### src/rtl/fetch_unit.sv
// fetch_unit: instruction fetch stage feeding the decoder.
//
// Holds the fetch PC, issues in-order word requests to instruction memory,
// buffers returned words with their PC in a small prefetch FIFO and hands them
// to decode. A redirect flushes the FIFO and drops every response still in
// flight, then restarts fetch from the new PC on the following cycle.
//
// Handshakes: every channel transfers on a rising edge where its valid and
// ready are both high; a valid, once raised, holds its payload stable until
// accepted (the request channel may only be withdrawn by a redirect).
//
// Parameters:
//   RESET_PC  first fetch address after reset
//   DEPTH     prefetch FIFO entries and max outstanding requests (power of 2, >=2)
//
// Optional feature macro: FETCH_BYPASS_EN
//   defined   - a response arriving while the FIFO is empty and nothing is being
//               dropped is presented to decode in the same cycle
//   undefined - every response goes through the FIFO (1 cycle latency)
//
// Ports:
//   clk, rst_n                          clock, async active-low reset
//   imem_req_valid/ready/addr           request channel to instruction memory
//   imem_resp_valid/data                in-order responses, always accepted
//   redirect, redirect_pc               flush and restart fetch (1-cycle pulse)
//   inst_valid/ready, instruction, inst_pc   instruction channel to decode
module fetch_unit #(
  parameter logic [31:0] RESET_PC = 32'h0000_0000,
  parameter int          DEPTH    = 2
) (
  input  logic        clk,
  input  logic        rst_n,
  output logic        imem_req_valid,
  input  logic        imem_req_ready,
  output logic [31:0] imem_req_addr,
  input  logic        imem_resp_valid,
  input  logic [31:0] imem_resp_data,
  input  logic        redirect,
  input  logic [31:0] redirect_pc,
  output logic        inst_valid,
  input  logic        inst_ready,
  output logic [31:0] instruction,
  output logic [31:0] inst_pc
);

  localparam int CW = $clog2(DEPTH + 1);
  localparam int PW = $clog2(DEPTH);

  logic [31:0]   pc_q, pc_d;
  logic          started_q;
  logic [CW-1:0] outst_q, outst_d;
  logic [CW-1:0] drop_q, drop_d;
  logic [CW-1:0] fifo_cnt_q, fifo_cnt_d;
  logic [PW-1:0] fifo_wr_q, fifo_wr_d, fifo_rd_q, fifo_rd_d;
  logic [PW-1:0] infl_wr_q, infl_wr_d, infl_rd_q, infl_rd_d;
  logic [31:0]   fifo_pc_q   [DEPTH];
  logic [31:0]   fifo_data_q [DEPTH];
  logic [31:0]   infl_pc_q   [DEPTH];

  logic [CW:0] occupancy;
  logic        req_fire;
  logic        resp_keep;
  logic        fifo_empty;
  logic        bypass;
  logic        fifo_push;
  logic        fifo_pop;
  logic        unused_addr_bits;

  assign unused_addr_bits = ^redirect_pc[1:0];

  // Buffered plus in-flight never exceeds DEPTH, so every kept response has a slot.
  assign occupancy      = {1'b0, fifo_cnt_q} + {1'b0, outst_q};
  assign imem_req_valid = started_q && !redirect && (occupancy < (CW+1)'(DEPTH));
  assign imem_req_addr  = pc_q;
  assign req_fire       = imem_req_valid && imem_req_ready;

  // Responses owed to pre-redirect requests are counted by drop_q and discarded.
  assign resp_keep  = imem_resp_valid && !redirect && (drop_q == '0);
  assign fifo_empty = (fifo_cnt_q == '0);

`ifdef FETCH_BYPASS_EN
  assign bypass = fifo_empty && resp_keep;
`else
  assign bypass = 1'b0;
`endif

  assign inst_valid  = !fifo_empty || bypass;
  assign instruction = bypass ? imem_resp_data       : fifo_data_q[fifo_rd_q];
  assign inst_pc     = bypass ? infl_pc_q[infl_rd_q] : fifo_pc_q[fifo_rd_q];

  // A bypassed word taken by decode this cycle never needs a FIFO slot.
  assign fifo_push = resp_keep && !(bypass && inst_ready);
  assign fifo_pop  = !fifo_empty && inst_ready && !redirect;

  always_comb begin
    pc_d       = pc_q;
    outst_d    = outst_q;
    drop_d     = drop_q;
    fifo_cnt_d = fifo_cnt_q;
    fifo_wr_d  = fifo_wr_q;
    fifo_rd_d  = fifo_rd_q;
    infl_wr_d  = infl_wr_q;
    infl_rd_d  = infl_rd_q;
    if (redirect) begin
      // No request can fire this cycle; whatever has not returned yet is dropped.
      pc_d       = {redirect_pc[31:2], 2'b00};
      outst_d    = outst_q - CW'(imem_resp_valid);
      drop_d     = outst_q - CW'(imem_resp_valid);
      fifo_cnt_d = '0;
      fifo_wr_d  = '0;
      fifo_rd_d  = '0;
      infl_wr_d  = '0;
      infl_rd_d  = '0;
    end else begin
      if (req_fire) begin
        pc_d      = pc_q + 32'd4;
        infl_wr_d = infl_wr_q + PW'(1);
      end
      outst_d = outst_q + CW'(req_fire) - CW'(imem_resp_valid);
      if (imem_resp_valid && (drop_q != '0)) begin
        drop_d = drop_q - CW'(1);
      end
      // Dropped responses have no entry in the in-flight PC queue.
      if (resp_keep) begin
        infl_rd_d = infl_rd_q + PW'(1);
      end
      if (fifo_push) begin
        fifo_wr_d = fifo_wr_q + PW'(1);
      end
      if (fifo_pop) begin
        fifo_rd_d = fifo_rd_q + PW'(1);
      end
      fifo_cnt_d = fifo_cnt_q + CW'(fifo_push) - CW'(fifo_pop);
    end
  end

  always_ff @(posedge clk or negedge rst_n) begin
    if (!rst_n) begin
      pc_q       <= RESET_PC;
      started_q  <= 1'b0;
      outst_q    <= '0;
      drop_q     <= '0;
      fifo_cnt_q <= '0;
      fifo_wr_q  <= '0;
      fifo_rd_q  <= '0;
      infl_wr_q  <= '0;
      infl_rd_q  <= '0;
    end else begin
      pc_q       <= pc_d;
      started_q  <= 1'b1;
      outst_q    <= outst_d;
      drop_q     <= drop_d;
      fifo_cnt_q <= fifo_cnt_d;
      fifo_wr_q  <= fifo_wr_d;
      fifo_rd_q  <= fifo_rd_d;
      infl_wr_q  <= infl_wr_d;
      infl_rd_q  <= infl_rd_d;
    end
  end

  // Storage is cleared on reset so instruction/inst_pc read 0 out of reset.
  always_ff @(posedge clk or negedge rst_n) begin
    if (!rst_n) begin
      for (int i = 0; i < DEPTH; i++) begin
        fifo_pc_q[i]   <= '0;
        fifo_data_q[i] <= '0;
        infl_pc_q[i]   <= '0;
      end
    end else if (!redirect) begin
      if (req_fire) begin
        infl_pc_q[infl_wr_q] <= pc_q;
      end
      if (fifo_push) begin
        fifo_pc_q[fifo_wr_q]   <= infl_pc_q[infl_rd_q];
        fifo_data_q[fifo_wr_q] <= imem_resp_data;
      end
    end
  end

endmodule

### config.mk
export PLATFORM = sky130hd
export DESIGN_NAME = fetch_unit
export DESIGN_NICKNAME = d
export VERILOG_FILES = /design/src/rtl/fetch_unit.sv
export SDC_FILE = /design/constraint.sdc
export NUM_CORES = 1
export LEC_CHECK = 0
export CAP_MARGIN = 30
export CORE_MARGIN = 2
export CORE_UTILIZATION = 40
export CTS_CLUSTER_DIAMETER = 80
export CTS_CLUSTER_SIZE = 16
export DETAILED_ROUTE_END_ITERATION = 12
export SLEW_MARGIN = 20
export SYNTH_ARGS = -nofsm -noshare
export SYNTH_HDL_FRONTEND = slang
export SYNTH_SLANG_ARGS = --single-unit
### constraint.sdc
create_clock -name clk -period 3.3 [get_ports clk]
set_input_delay 0.33 -clock clk [delete_from_list [all_inputs] [get_ports clk]]
set_output_delay 0.33 -clock clk [all_outputs]
set_load 0.01 [all_outputs]
# Yosys cells after proc, flatten, opt, wreduce, memory -nomap -nowiden
# Cells that the tools add are included.
[op_classes] addsub=12 magnitude_cmp=7 mux=30 bitwise_logic=5 n_reduce_logical=21
[op_table] op="32-bit two-way mux" count=13
[op_table] op="64-bit bitwise mux" count=3
[op_table] op="32-bit demux with 1-bit select" count=2
[op_table] op="32-bit by 3-bit adder with 32-bit output, second input constant" count=1
[op_table] op="1-bit logical AND" count=10
[op_table] op="2-bit nonzero test" count=5
[op_table] op="2-bit >= comparator, second input constant" count=4
[op_table] op="1-bit two-way mux" count=8
[op_table] op="2-bit two-way mux" count=4
[op_table] op="1-bit inverter with 2-bit output" count=4
[op_table] op="2-bit by 1-bit subtractor with 2-bit output" count=3
[op_table] op="1-bit adder, second input constant" count=4
[op_table] op="2-bit by 1-bit adder with 2-bit output" count=2
[op_table] op="2-bit zero test" count=2
[op_table] op="2-bit by 1-bit less-than comparator with 1-bit output, second input constant" count=2
[op_table] op="2-bit AND reduction" count=2
[op_table] op="2-bit by 2-bit adder with 3-bit output" count=1
[op_table] op="3-bit by 2-bit less-than comparator with 1-bit output, second input constant" count=1
[op_table] op="1-bit zero test" count=2
[op_table] op="2-bit by 1-bit subtractor with 2-bit output, second input constant" count=1
[op_table] op="1-bit inverter" count=1
[totals] regBits=235 out_inout_bits=98 wordCells=90

# Depth between registers and ports, before layout
# Gate-level depths: netlist (run 1).
[depth] ltp_word=7 mapped_depth=10 mapped_depth_nobuf=10

# Worst setup path before layout (run 1)
# OpenSTA, ideal clock, no wires.
[synth_timing] path_type="reg2reg" from="register outst_q[0]" to="register outst_q[1]" t_arrival_ns=2.482 slack_ns=0.739 stages_incl_launch_ff=11 synth_period_minus_slack_ns=2.561 path_cell_list="dfrtp_1 and2_1 fa_1 nor4b_4 nand2_2 ha_1 inv_1 ha_1 xnor2_1 o21ai_0 xor2_1"
[synth_between] elab_chain_len=7 word_cells_on_any_way=8 classes_between="add/sub (4); order compare (1); mux (1); reduce/logical (2)"
[synth_lines] item="from (decl)" line_no="51" text="logic [CW-1:0] outst_q, outst_d;"
[synth_lines] item="from (signal assigned)" line_no="151" text="outst_q <= outst_d;"
[synth_lines] item="2-bit by 2-bit adder with 3-bit output" line_no="72" text="assign occupancy = {1'b0, fifo_cnt_q} + {1'b0, outst_q};"
[synth_lines] item="3-bit by 2-bit less-than comparator with 1-bit output" line_no="73" text="assign imem_req_valid = started_q && !redirect && (occupancy < (CW+1)'(DEPTH));"
[synth_lines] item="1-bit logical AND" line_no="73"
[synth_lines] item="net imem_req_valid" line_no="33" text="output logic imem_req_valid,"
[synth_lines] item="1-bit logical AND" line_no="75" text="assign req_fire = imem_req_valid && imem_req_ready;"
[synth_lines] item="2-bit by 1-bit adder with 2-bit output" line_no="119" text="outst_d = outst_q + CW'(req_fire) - CW'(imem_resp_valid);"
[synth_lines] item="2-bit by 1-bit subtractor with 2-bit output" line_no="119"
[synth_lines] item="2-bit two-way mux" line_no="104" text="if (redirect) begin"
[synth_lines] item="net outst_d[1]" line_no="51"
# The timed path passes the listed nets, and every way through them passes these cells.
# A chain may end at the register's enable or synchronous reset.

# Worst setup path after layout (run 1)
[layout_timing] from="register outst_q[0]" to="output imem_req_valid"
[layout_between] elab_chain_len=3
[layout_lines] item="2-bit by 2-bit adder with 3-bit output" line_no="72"
[layout_lines] item="3-bit by 2-bit less-than comparator with 1-bit output" line_no="73"
[layout_lines] item="1-bit logical AND" line_no="73"
[layout_lines] item="to (decl)" line_no="33"
# Every way passes these cells.

==> impl_metrics.toml, run 1 <==
[outcome]
run_status = "finished, final reports clean"

[placed_design]
dpl_worst_slack_ns = 0.535
place_congestion = 0.751
placedCellCount = 1281
port_buffers = 161
dpl.hpwl_mm = 14.7

[drt]
ant_nets = 0
dr_wl_met3_mm = 1.04
routed.top_layer = "met4"
vias = 6746
drc_errors = 0
wl_met2_mm = 9.90
wl_per_cell_um = 17.3
wirelength_mm = 22.6
drt_iter0_drc = 381
first_pass_iters = 4
via_per_inst = 5.17
met1Wirelength_mm = 11.4

[cts]
cts.reportedPaths.clkPinSlew_ns = 0.08
cts_buffers = 18
clock_path_buffers = 3
cts-root-buf = "clkbuf_16"
cts_tree = "done"
cts_resized = 0
insertion_delay_ns = 0.49
htree_levels = 1
cts.sinks = 225

[final_layout]
drive_gt1_share_pct = 23.8
stdcell_count = 1306
antennaDiodeCount = 0
nets = 1051
fin_util_pct = 50.5
synthToLayoutAreaGrowth_pct = 24.8

[global_routing]
grt_pass1_vias = 6722
grt.total_usage_pct = 17.2
grt_max_degree = 94
grt_overflow = 0
grt_pass1_wl_mm = 36.7
antenna_found_initial = 0

[worst_setup_path]
crit_required_ns = 2.97
end_kind = "output pin"
crit_end = "imem_req_valid"
cp.depth = 4
critPathTopFamily = "buffers and inverters"
r2r_slack_ns = 0.53
reg2reg_from = "outst_q[0]"
slowest_delay_ns = 0.62
slowest_stage = "clkdlybuf4s50_1"
rr_worst_depth = 6
critPathArrivalTime_ns = 2.61
reg2reg_to = "imem_req_addr[26]"
critPathLaunchType = "flip-flop"
cp_max_fo = 5
crit_type = "reg2out"
worstPathCellList = "and2_1 -> fa_1 -> nor4b_4 -> clkdlybuf4s50_1"
crit_buf_inv = 1
crit_start = "outst_q[0]"

[synthesis]
yosys_register_bits = 225
synth_compound_area_share_pct = 6.62
ys_seq_area_share_pct = 55.6
synth_cell_types = 41
syn_inst = 831
synth_top_area_share_pct = 55.6
synthAdderAreaFrac_pct = 1.06
yosysWarnings = 0
yosysTopAreaCell = "dfrtp_1"
synth_mux_area_share_pct = 23.5
synthXorXnorAreaFrac_pct = 1.47
syn_area_per_cell_um2 = 12.2
synth_top_family_by_area = "multiplexers"
synth_edf_count = 0
async_reset_ff_share_pct = 100
synthFlopType = "dfrtp_1"
synth_area_mm2 = 0.0101
yosys.area_share.simple_pct = 8.82
yosys-top-cells-area = "dfrtp_1 (56%), mux2_2 (20%), mux2i_1 (3.1%), o21ai_0 (2.3%), nand2_1 (2.3%)"

[sta]
drv_slew = 0
fin_crit_sh_pct = 89.1
tightest_slew_ns = 0.735
rsz0062_at_grt = "no"
fmax_ghz = 0.340
tns_ns = 0
finalHoldViolCount = 0
clock_skew_ns = 0.0118
setup_viol = 0
min_period_ns = 2.94
setup_ws_ns = 0.359
timing.slew.headroom_pct = 51.0

[floorplan]
die_h_um = 163
core_mm2 = 0.0250
io-pin-count = 168
die_area_mm2 = 0.0266
initial_core_util_pct = 40.4
die_width_um = 163
rows = 58

[min_path]
min_from = "redirect_pc[8]"
hold_class = "in2reg"

[run]
maxCapViolCount = 0

[power_and_ir_drop]
power_density_mw_per_mm2 = 827
power_mw = 10.5
p_leak_nw = 5.33
irDropWorstVdd_uv = 359
-- cells in the mapped netlist, types with 3 or more instances --
master	number
nor2_1	52
nand4_1	13
or4_1	16
buf_4	4
xnor2_1	5
and3_1	4
buf_1	4
o31ai_1	15
ha_1	7
mux2i_1	31
nand2_1	61
a31oi_1	14
o311ai_0	6
or3_1	3
mux2_2	184
nand3_1	14
xor2_1	12
and4_1	5
inv_1	8
a21oi_1	31
o21ai_0	46
buf_2	15
dfrtp_1	225
clkbuf_1	35
-- kinds of logic after synthesis --
| family | Yosys count |
|---|---|
| xor+xnor | 17 |
| other cells | 2 |
| simple gates | 181 |
| flops | 225 |
| buf+inv | 67 |
| compound gates | 116 |
| fa+ha+maj | 8 |
| mux | 215 |
-- final cells by class --
type,count,area [µm²]
inverter,9,33.8
sequential,225,5630
fill,2281,12400
timing repair buffer,177,1820
clock buffer,21,493
tap,330,413
multi-input combinational,542,4230
clock inverter,2,16.3
-- metal layers --
layer  global-route usage (%)  up-vias
met5                        0        -
met4                     3.42        0
met3                     2.72       20
met2                     26.4      143
met1                     25.7     3353
li1                         -     3230
-- through the flow --
step                      cell area [µm²]  hold slack [ns]
after floorplan                     10100           0.0344
after global placement              12100            0.405
after detailed placement            12100            0.408
after CTS                           12600            0.375
after global routing                12600            0.395
final                               12600            0.396
-- power by group --
part	switching, mW	internal (mW)	leakage, nW
clock network	0.965	1.06	0.252
registers	0.658	3.87	2.80
logic	1.55	2.35	2.28
-- worst min-delay path by stage --
stage	depth (start not counted)	end	slack, ns
final	3	imem_req_addr[8]	0.40
after global routing	3	imem_req_addr[28]	0.40
after CTS	3	imem_req_addr[8]	0.37
after detailed placement	1	fifo_data_q[10]	0.41
after global placement	1	fifo_data_q[42]	0.41
after floorplan	0	drop_q[0]	0.03
-- state kept, by name, summed over array words and instances (netlist names) --
register	count
infl_pc_q	60
infl_wr_q	1
started_q	1
fifo_rd_q	1
fifo_pc_q	60
infl_rd_q	1
outst_q	2
imem_req_addr	30
fifo_wr_q	1
fifo_data_q	64
fifo_cnt_q	2
drop_q	2
-- repair_timing --
item,in CTS,in global routing
buffers inserted,0,0
hold endpoints to repair,89,0
hold buffers,1,0
-- layout by cell type, fill, tap and decap left out, drive strengths merged, types with 7 or more instances in the layout --
master and n:
inv 9, or4 16, xor2 12, nand4 14, mux2 184, nor2 52, a31oi 14, mux2i 31
o31ai 15, dfrtp 225, nand2 62, a21oi 31, clkdlybuf4s50 160, nand3 14, clkbuf 21, o21ai 46
buf 16, ha 7
-- worst min-delay path: cells and delay by family --
kind	cells	cell delay (ns)
and+or+nand+nor	1	0.06
AOI/OAI and AO/OA	1	0.06
buffers and inverters	1	0.39
(Power assumes the default switching activity.)
==> run 2, diff against run 1 <==
--- a/config.mk
+++ b/config.mk
@@ -9,7 +9,6 @@
 export CORE_MARGIN = 2
 export CORE_UTILIZATION = 40
 export CTS_CLUSTER_DIAMETER = 80
-export CTS_CLUSTER_SIZE = 16
 export DETAILED_ROUTE_END_ITERATION = 12
 export SLEW_MARGIN = 20
 export SYNTH_ARGS = -nofsm -noshare
==> impl_metrics.toml, run 2 (synthesis results as in run 1) <==
[outcome]
run_status = "finished, final reports clean"

[global_routing]
grt_pass1_vias = 6818
grt_overflow = 0
grt_pass1_wl_mm = 36.9
grt_max_degree = 94
antenna_found_initial = 0
grt.total_usage_pct = 17.2

[placed_design]
dpl_worst_slack_ns = 0.535
place_congestion = 0.751
dpl.hpwl_mm = 14.7
port_buffers = 161

[cts]
cts-root-buf = "clkbuf_16"
cts_tree = "done"
cts_buffers = 25
clock_path_buffers = 3
post_cts_buffers = 0
cts.reportedPaths.clkPinSlew_ns = 0.06
cts_resized = 0
htree_levels = 1
insertion_delay_ns = 0.51
cts.sinks = 225

[drt]
via_per_inst = 5.15
drc_errors = 0
first_pass_iters = 6
vias = 6839
wl_per_cell_um = 17.0
drt_iter0_drc = 377
wirelength_mm = 22.6
ant_nets = 0

[floorplan]
die_h_um = 163
core_mm2 = 0.0250
die_width_um = 163
die_area_mm2 = 0.0266
io-pin-count = 168
initial_core_util_pct = 40.4
rows = 58

[worst_setup_path]
reg2reg_from = "outst_q[0]"
worstPathCellList = "and2_1 -> fa_1 -> nor4b_4 -> clkdlybuf4s50_1"
crit_type = "reg2out"
critPathTopFamily = "buffers and inverters"
cp_max_fo = 5
critPathLaunchType = "flip-flop"
critPathArrivalTime_ns = 2.63
slowest_delay_ns = 0.62
crit_required_ns = 2.97
slowest_stage = "clkdlybuf4s50_1"
end_kind = "output pin"
crit_start = "outst_q[0]"
crit_buf_inv = 1
r2r_slack_ns = 0.56

[sta]
drv_slew = 0
tightest_slew_ns = 0.743
clock_skew_ns = 0.00992
setup_ws_ns = 0.343
setup_viol = 0
timing.slew.headroom_pct = 50.5
finalHoldViolCount = 0
min_period_ns = 2.96
fmax_ghz = 0.338
fin_crit_sh_pct = 89.6
rsz0062_at_grt = "no"
tns_ns = 0

[final_layout]
nets = 1058
drive_gt1_share_pct = 24.9
synthToLayoutAreaGrowth_pct = 28.0
final_common_cell = "dfrtp_1"
layout_common_cells = "dfrtp_1 (223), mux2_2 (184), clkdlybuf4s50_1 (160)"
largest_reg_flops = 64
fillers = 2269
regMostFlops = "fifo_data_q"
antennaDiodeCount = 0
top_regs = "fifo_data_q x64, fifo_pc_q x60, infl_pc_q x60"

[power_and_ir_drop]
irDropWorstVdd_uv = 363
p_leak_nw = 5.49
power_mw = 11.2
power_density_mw_per_mm2 = 866

[run]
maxCapViolCount = 0

[min_path]
min_from = "redirect_pc[8]"
hold_class = "in2reg"
-- run 2: cell count changes in the layout (fill, tap and decap cells not counted) --
| cell | change |
|---|---|
| bufinv_16 | +2 |
| clkbuf_1 | +5 |
| clkbuf_16 | +6 |
| clkbuf_8 | +7 |
| clkinv_2 | +2 |
| inv_8 | -1 |
-- run 2: cell type report --
type                    instances  area [µm²]  area share, %
well taps                     330         413           3.19
flip-flops and latches        225        5630           43.5
clock buffers                  39         758           5.85
clock inverters                 5        75.1          0.579
repair buffers                177        1820           14.1
inverters                       9        33.8          0.261
multi-input cells             542        4230           32.6
-- run 2: path summary, 6_finish.rpt --
path | end | depth (start not counted)
worst max-delay path | imem_req_valid | 4
worst min-delay path | imem_req_addr[8] | 3
worst max register to register | imem_req_addr[28] | 6
worst min register to register | fifo_pc_q[13] | 2
max in group asynchronous | fifo_pc_q[39] | 3
min in group asynchronous | fifo_data_q[10] | 2
-- run 2: power breakdown --
group	internal, mW	leakage, nW	switching (mW)
Sequential	3.88	2.80	0.657
Combinational	2.35	2.28	1.56
Clock	1.72	0.413	1.06
Total	7.95	5.49	3.28
-- run 2: worst min-delay path, cell delays in order --
cell and delay, ns:
clkdlybuf4s50_1 0.39, nand2_1 0.06, o21ai_0 0.06
-- run 2: repair_timing --
action / 4_1_cts / 5_1_grt
hold endpoints to repair: 89 / 0
hold buffers: 1 / 0
setup endpoints to repair: 0 / 0
-- run 2: metrics by stage --
stage | instances | area (µm²) | hold slack, ns | util [%]
after floorplan | 834 | 10100 | 0.0344 | -
after global placement | 1281 | 12100 | 0.405 | 48.3
after detailed placement | 1281 | 12100 | 0.408 | 48.3
after CTS | 1326 | 12900 | 0.368 | 51.7
after global routing | 1327 | 13000 | 0.387 | 51.8
final | 1327 | 13000 | 0.387 | 51.8
-- run 2: per-layer routing --
layer,wire (µm),track usage [%],part of all wire (%)
met1,11400,25.7,50
met2,9810,26.5,43
met3,1040,2.87,4.6
met4,371,3.54,1.6
met5,0,0,0
==> run 3, diff against run 2 <==
--- a/config.mk
+++ b/config.mk
@@ -10,6 +10,7 @@
 export CORE_UTILIZATION = 40
 export CTS_CLUSTER_DIAMETER = 80
 export DETAILED_ROUTE_END_ITERATION = 12
+export DONT_BUFFER_PORTS = 1
 export SLEW_MARGIN = 20
 export SYNTH_ARGS = -nofsm -noshare
 export SYNTH_HDL_FRONTEND = slang
==> impl_metrics.toml, run 3 (synthesis results as in run 1) <==
[sta]
tightest_slew_ns = 0.640
fmax_ghz = 0.372
holdWs_ns = -0.487
min_period_ns = 2.69
drv_slew = 0
clock_skew_ns = 0.0162
tns_ns = 0
setup_viol = 0
timing.slew.headroom_pct = 57.3
finalHoldViolCount = 225
fin_crit_sh_pct = 81.5
rsz0062_at_grt = "no"

[power_and_ir_drop]
pwr-share-clk_pct = 26.1
p_comb_share_pct = 28.8
p_leak_nw = 5.03
internal_power_mw = 6.91
switching_share_pct = 31.5
pwr-share-seq_pct = 45.1
irDropWorstVdd_uv = 413
power.net_switching_mw = 3.17
power_density_mw_per_mm2 = 855

[global_routing]
grt_pass1_wl_mm = 35.5
grt_pass1_vias = 6484
grt_max_degree = 226
antenna_found_initial = 0
grt_overflow = 0
grt.total_usage_pct = 16.7

[outcome]
violations = "hold timing"
run_status = "complete, but fails checks"

[drt]
drc_errors = 0
ant_nets = 0
wl_per_cell_um = 18.5
via_per_inst = 5.37
wirelength_mm = 22.5
dr_wl_met3_mm = 1.33
wl_met2_mm = 9.94
routed.top_layer = "met4"
vias = 6549
first_pass_iters = 5
drt_iter0_drc = 437
met1Wirelength_mm = 10.7

[final_layout]
drive_gt1_share_pct = 27.0
regMostFlops = "fifo_data_q"
fillers = 2284
final_common_cell = "dfrtp_1"
antennaDiodeCount = 0
nets = 952
largest_reg_flops = 64
top_regs = "fifo_data_q x64, fifo_pc_q x60, infl_pc_q x60"
layout_common_cells = "dfrtp_1 (223), mux2_2 (184), nand2_1 (61)"
fin_util_pct = 47.1
synthToLayoutAreaGrowth_pct = 16.6

[min_path]
hold_class = "in2async"

[worst_setup_path]
reg2reg_to = "imem_req_addr[26]"
r2r_slack_ns = 0.61
slowest_stage = "or4_1"
slowest_delay_ns = 0.66
end_kind = "flip-flop"
crit_required_ns = 3.75
critPathLaunchType = "flip-flop"
critPathTopFamily = "simple AND/OR/NAND/NOR gates"
crit_type = "reg2reg"
worstPathCellList = "and2_1 -> fa_1 -> and4bb_2 -> nand4_1 -> or4_1 -> a31oi_1"
crit_buf_inv = 0
critPathArrivalTime_ns = 3.14
rr_worst_depth = 6
reg2reg_from = "outst_q[0]"
cp_max_fo = 12

[floorplan]
initial_core_util_pct = 40.4
die_h_um = 163
die_width_um = 163
core_mm2 = 0.0250
die_area_mm2 = 0.0266
io-pin-count = 168
rows = 58

[placed_design]
port_buffers = 0
place_congestion = 0.756
dpl.hpwl_mm = 13.6

[cts]
htree_levels = 1
post_cts_buffers = 0
cts_resized = 0
cts_hold_buf = 61
cts.reportedPaths.clkPinSlew_ns = 0.06
insertion_delay_ns = 0.53
cts_buffers = 25
cts-root-buf = "clkbuf_16"
clock_path_buffers = 3
cts.sinks = 225
cts_tree = "done"

[run]
maxCapViolCount = 0
-- run 3: through the flow --
stage	worst slack, ns	std cells	total power, mW	area [µm²]
final	0.612	1219	10.1	11800
after global routing	0.438	1219	10.7	11800
after CTS	0.579	1218	10.2	11800
after detailed placement	0.587	1115	7.44	10400
after global placement	0.631	1115	7.34	10400
after floorplan	0.739	834	6.76	10100
-- run 3: power groups by stage --
stage | combinational [mW] | clock (mW) | sequential (mW)
global placement | 2.75 | 0 | 4.59
CTS | 2.89 | 2.71 | 4.59
global route | 3.19 | 2.80 | 4.71
detailed placement | 2.80 | 0 | 4.64
floorplan | 2.42 | 0 | 4.34
finish | 2.91 | 2.63 | 4.55
-- run 3: metal layers --
metal,track usage [%],up-vias
met5,0,-
met4,4.59,0
met3,3.66,36
met2,25.7,193
met1,23.7,3261
li1,-,3059
-- run 3: worst max-delay path by stage --
stage                     startpoint           endpoint  slack, ns  depth (start not counted)
after detailed placement  outst_q[0]  imem_req_addr[22]       0.59                          6
after floorplan           outst_q[0]         outst_q[1]       0.74                         10
after CTS                 outst_q[0]  imem_req_addr[22]       0.58                          6
after global placement    outst_q[0]  imem_req_addr[28]       0.63                          6
after global routing      outst_q[0]  imem_req_addr[24]       0.44                          6
final                     outst_q[0]  imem_req_addr[26]       0.61                          6
-- run 3: worst register-to-register path, delay by kind of cell (launching register included) --
family                     cells  cell delay, ns
adders and majority gates      1            0.48
AOI/OAI and AO/OA              1            0.17
DFF                            1            0.39
and+or+nand+nor                4            1.57
-- run 3: final cells by class --
type | count | area [µm²] | area share, %
flip-flops and latches | 225 | 5630 | 47.7
multi-input cells | 542 | 4230 | 35.8
repair buffers | 71 | 731 | 6.19
clock buffers | 35 | 693 | 5.87
well taps | 330 | 413 | 3.50
clock inverters | 7 | 72.6 | 0.615
inverters | 9 | 33.8 | 0.286
